==> config.mk <==
export PLATFORM = sky130hd
export DESIGN_NAME = logistic_keystream_gen
export DESIGN_NICKNAME = d
export VERILOG_FILES = /design/src/rtl/logistic_keystream_gen.sv
export SDC_FILE = /design/constraint.sdc
export NUM_CORES = 2
export LEC_CHECK = 0
export CAP_MARGIN = 20
export CORE_MARGIN = 4
export CORE_UTILIZATION = 40
export DETAILED_ROUTE_END_ITERATION = 6
export PLACE_DENSITY = 0.65
export SYNTH_ARGS = -nofsm -noshare
export SYNTH_HDL_FRONTEND = slang
export SYNTH_SLANG_ARGS = --single-unit
==> constraint.sdc <==
create_clock -name clk -period 15.7 [get_ports clk]
set_clock_uncertainty 0.05 [all_clocks]
set_input_delay 2.355 -clock clk [delete_from_list [all_inputs] [get_ports clk]]
set_output_delay 2.355 -clock clk [all_outputs]
set_load 0.005 [all_outputs]
==> src/rtl/logistic_keystream_gen.sv <==
// Logistic-map keystream generator: x <= mu*x*(1-x) in unsigned fixed point,
// with a discarded burn-in phase followed by a valid/ready word stream.
`timescale 1ns/1ps
module logistic_keystream_gen #(
  parameter int DATA_WIDTH = 16,
  parameter int MU_WIDTH   = 16,
  parameter int CNT_WIDTH  = 8
) (
  input  logic                  clk,
  input  logic                  rst_n,
  input  logic                  start,
  input  logic                  abort,
  input  logic [DATA_WIDTH-1:0] seed,
  input  logic [MU_WIDTH-1:0]   mu,
  input  logic [CNT_WIDTH-1:0]  burn_in,
  input  logic [CNT_WIDTH-1:0]  num_words,
  input  logic                  round_en,
  output logic [DATA_WIDTH-1:0] out_data,
  output logic                  out_valid,
  input  logic                  out_ready,
  output logic                  busy,
  output logic                  done,
  output logic [1:0]            dbg_state
);

  // Handshake: a word transfers on a rising clk edge where out_valid and
  // out_ready are both high; while out_valid is high and out_ready is low,
  // out_data is held stable. abort overrides a coincident transfer.

  localparam logic [1:0] S_IDLE   = 2'd0;
  localparam logic [1:0] S_WARMUP = 2'd1;
  localparam logic [1:0] S_STREAM = 2'd2;
  localparam logic [1:0] S_FINISH = 2'd3;

  localparam int W  = DATA_WIDTH;
  localparam int M  = MU_WIDTH;
  localparam int PW = M + 2*W + 1;
  localparam int F  = M - 2 + 2*W;

  logic [1:0]           state;
  logic [W-1:0]         x;
  logic [M-1:0]         mu_r;
  logic [CNT_WIDTH-1:0] burn_r;
  logic [CNT_WIDTH-1:0] nw_r;
  logic                 round_r;
  logic [CNT_WIDTH-1:0] cnt;

  logic [W:0]    om;
  logic [PW-1:0] prod;
  logic [PW-1:0] prod_r;
  logic [PW-1:0] shifted;
  logic [W-1:0]  fx;
  logic [W-1:0]  next_x;

  always_comb begin
    om      = {1'b1, {W{1'b0}}} - {1'b0, x};
    prod    = PW'(mu_r) * PW'(x) * PW'(om);
    prod_r  = prod + (round_r ? (PW'(1) << (F - W - 1)) : '0);
    shifted = prod_r >> (F - W);
    // Rounding can carry up to 1.0, which Q0.W cannot hold: saturate.
    if (|shifted[PW-1:W]) fx = '1;
    else                  fx = shifted[W-1:0];
    // Zero is a fixed point of the map; nudge off it by one LSB.
    next_x = (fx == '0) ? W'(1) : fx;
  end

  always_ff @(posedge clk) begin
    if (!rst_n) begin
      state   <= S_IDLE;
      x       <= '0;
      mu_r    <= '0;
      burn_r  <= '0;
      nw_r    <= '0;
      round_r <= 1'b0;
      cnt     <= '0;
    end else begin
      case (state)
        S_IDLE: begin
          if (start) begin
            x       <= seed;
            mu_r    <= mu;
            round_r <= round_en;
            burn_r  <= burn_in;
            nw_r    <= num_words;
            cnt     <= '0;
            if (burn_in != '0)        state <= S_WARMUP;
            else if (num_words != '0) state <= S_STREAM;
            else                      state <= S_FINISH;
          end
        end
        S_WARMUP: begin
          if (abort) begin
            state <= S_IDLE;
          end else begin
            x <= next_x;
            if (cnt == burn_r - 1'b1) begin
              cnt   <= '0;
              state <= (nw_r != '0) ? S_STREAM : S_FINISH;
            end else begin
              cnt <= cnt + 1'b1;
            end
          end
        end
        S_STREAM: begin
          if (abort) begin
            state <= S_IDLE;
          end else if (out_ready) begin
            x   <= next_x;
            cnt <= cnt + 1'b1;
            if (cnt == nw_r - 1'b1) state <= S_FINISH;
          end
        end
        default: state <= S_IDLE;
      endcase
    end
  end

  assign out_data  = x;
  assign out_valid = (state == S_STREAM);
  assign busy      = (state != S_IDLE);
  assign done      = (state == S_FINISH);
  assign dbg_state = state;

endmodule

==> metrics.cfg <==
[yosys]
synth_common_cells = inv_1 (769), fa_1 (643), nand2_1 (497), nor2_1 (279), ha_1 (259)
async_flop_share = 0
synth_top_area_frac = 0.447
synth-edff-count = 0
ys.warnings.count = 0
synth_area_sq_um = 28800
syn_nets = 4366
synth.area.top_cells = fa_1 (45%), ha_1 (11%), inv_1 (10%), nand2_1 (6.5%), dfxtp_1 (4.1%)
yosysMostFrequentCell = inv_1
synth_seq_area_share = 0.0410
synth_top_cell_by_area = fa_1
synth_cells = 3410
synth_ff_type = dfxtp_1
synth.distinct_cells = 71
ys_ff_latch = 59
postSynthAreaPerCell_sq_um = 8.44

[clocking]
htree_levels = 3
clk_pin_slew_ns = 0.06
ctsHoldBuffers = 0
cts_buffer_depth = 2
cts_root_buf = clkbuf_16
post-cts-setup-buffers = 0
tritoncts = yes
numCtsBuffers = 9
cts_sinks = 59
cts_resized = 0
clk_latency_ns = 0.34

[grt]
overflow = 0
grt_pass1_vias = 23300
antenna_found_initial = 1
grt_pass1_wl_microns = 129000
grtUsageTotal = 0.209
grt_max_degree = 75

[drt]
routedWlPerCell_microns = 18.3
drt_iter0_drc = 1708
ant_nets = 0
wl_microns = 79800
vias = 22700
first_pass_iters = 6
via_per_inst = 5.19
drc = 0

[critical_path]
crit_top_cell = fa_1
slowest_delay_ns = 0.95
cp_max_fo = 22
cp-start-kind = flop
end_kind = flop
critPathRequiredTime_ns = 15.86
crit_type = flop to flop
arrival_ns = 14.25
slowest_stage = dfxtp_1

[finish]
area_growth_pct = 8.13
multi_input_area_sq_um = 24200
fin_area_sq_um = 31100
finalNetCount = 4367
regArea_sq_um = 1180
drive_above_1_share = 0.0389
fillers = 7169

[worst_hold_path]
hold_class = flop to flop

[timing]
slew_headroom = 0.212
rsz0062_at_grt = no
finalMaxSlewViolations = 0
min_period_ns = 14.09
setup_tns_ns = 0
tightest_slew_ns = 1.18
whs_ns = 0.435
setup_violations = 0
max_freq_ghz = 0.0710
post-route-period-util = 0.897
hold_viol_final = 0

[floorplan]
num_rows = 98
io_pins = 75
fp.dieW_microns = 276
fp.dieH_microns = 276
initial_utilization = 0.403
dieArea_sq_um = 76300
core_area_sq_um = 71400

[placed_design]
place_congestion = 0.901
dp_hpwl_microns = 66100
io_buffer_count = 74
placed_area_sq_um = 30700

[outcome]
status = finished, final reports clean

[job]
cap_violations = 0

-- worst paths after layout --
path,startpoint,slack [ns],cells past startpoint,to
max,out_data[8],1.61,46,out_data[0]
min,burn_r[7],0.43,2,burn_r[7]
max reg2reg,out_data[8],1.61,46,out_data[0]
min reg2reg,burn_r[7],0.43,2,burn_r[7]
-- cell usage in the layout, fill, tap and decap left out, types with 5 or more instances in the layout --
cell type,count
nor2_1,279
nor3b_1,10
or3_1,13
nor4_1,11
nor2b_1,17
xor2_1,41
a21boi_0,35
fa_1,643
o21a_1,8
xor2_2,5
clkbuf_16,9
nand4_1,14
o21ai_1,22
or2_2,7
and3_1,7
nand2b_1,19
o211ai_1,20
clkdlybuf4s50_1,73
and2_1,152
nand3_1,39
a21oi_1,71
buf_4,65
nand2_1,497
a211oi_1,7
nor3_2,9
inv_1,769
ha_1,259
xnor2_1,59
nor3_1,27
xnor2_2,9
a21o_1,31
a31oi_1,8
dfxtp_1,59
o21ai_0,41
-- logic make-up (layout without fill, tap and decap cells) --
family,Yosys count,in the layout,share of synthesized area
xor+xnor,114,114,0.0347
fa+ha+maj,902,902,0.560
buf+inv,923,929,0.121
compound gates,283,283,0.0645
mux,4,4,0.00152
flops,59,59,0.0410
simple gates,1125,1125,0.178
other cells,0,1,0
-- metal layers --
layer  share of wire  routed length [microns]  track usage  vias to the layer above
met5               0                        0            0                        -
met4           0.030                     2390       0.0542                        0
met3           0.074                     5880       0.0332                      148
met2            0.48                    38400        0.350                      832
met1            0.42                    33100        0.286                    11500
li1                -                        -            -                    10200
-- worst max-delay path: cells and delay by family (launching register included) --
kind	cells	cell delay [ns]
AOI/OAI and AO/OA	15	3.27
xor gates and xnor gates	2	0.91
adders and majority gates	14	6.69
buffers and inverters	9	0.43
DFF	1	0.95
and+or+nand+nor	6	1.65
-- final cells by class --
type,count,share of cell area
antenna,1,0.0000804
clock buffer,9,0.00723
clock inverter,7,0.00322
inverter,770,0.0928
multi-input combinational,2428,0.779
sequential,59,0.0379
tap,950,0.0382
timing repair buffer,143,0.0415
-- per-stage QoR --
| stage | setup WS [ns] | utilization | std cells |
|---|---|---|---|
| 2_1_floorplan | 3.07 | - | 3410 |
| 3_3_place_gp | 1.53 | 0.430 | 4341 |
| 5_1_grt | 0.713 | 0.436 | 4366 |
| 3_5_place_dp | 1.60 | 0.430 | 4343 |
| 4_1_cts | 1.58 | 0.435 | 4359 |
| 6_report | 1.61 | 0.436 | 4367 |
-- sequential cells by signal (all words and copies together) (netlist names) --
name / cells
round_r: 1
dbg_state: 2
mu_r: 16
nw_r: 8
cnt: 8
burn_r: 8
out_data: 16
Power is left out: the tool's default activity adds up to more than one toggle a clock period on the data nets, which glitch-free logic cannot reach.
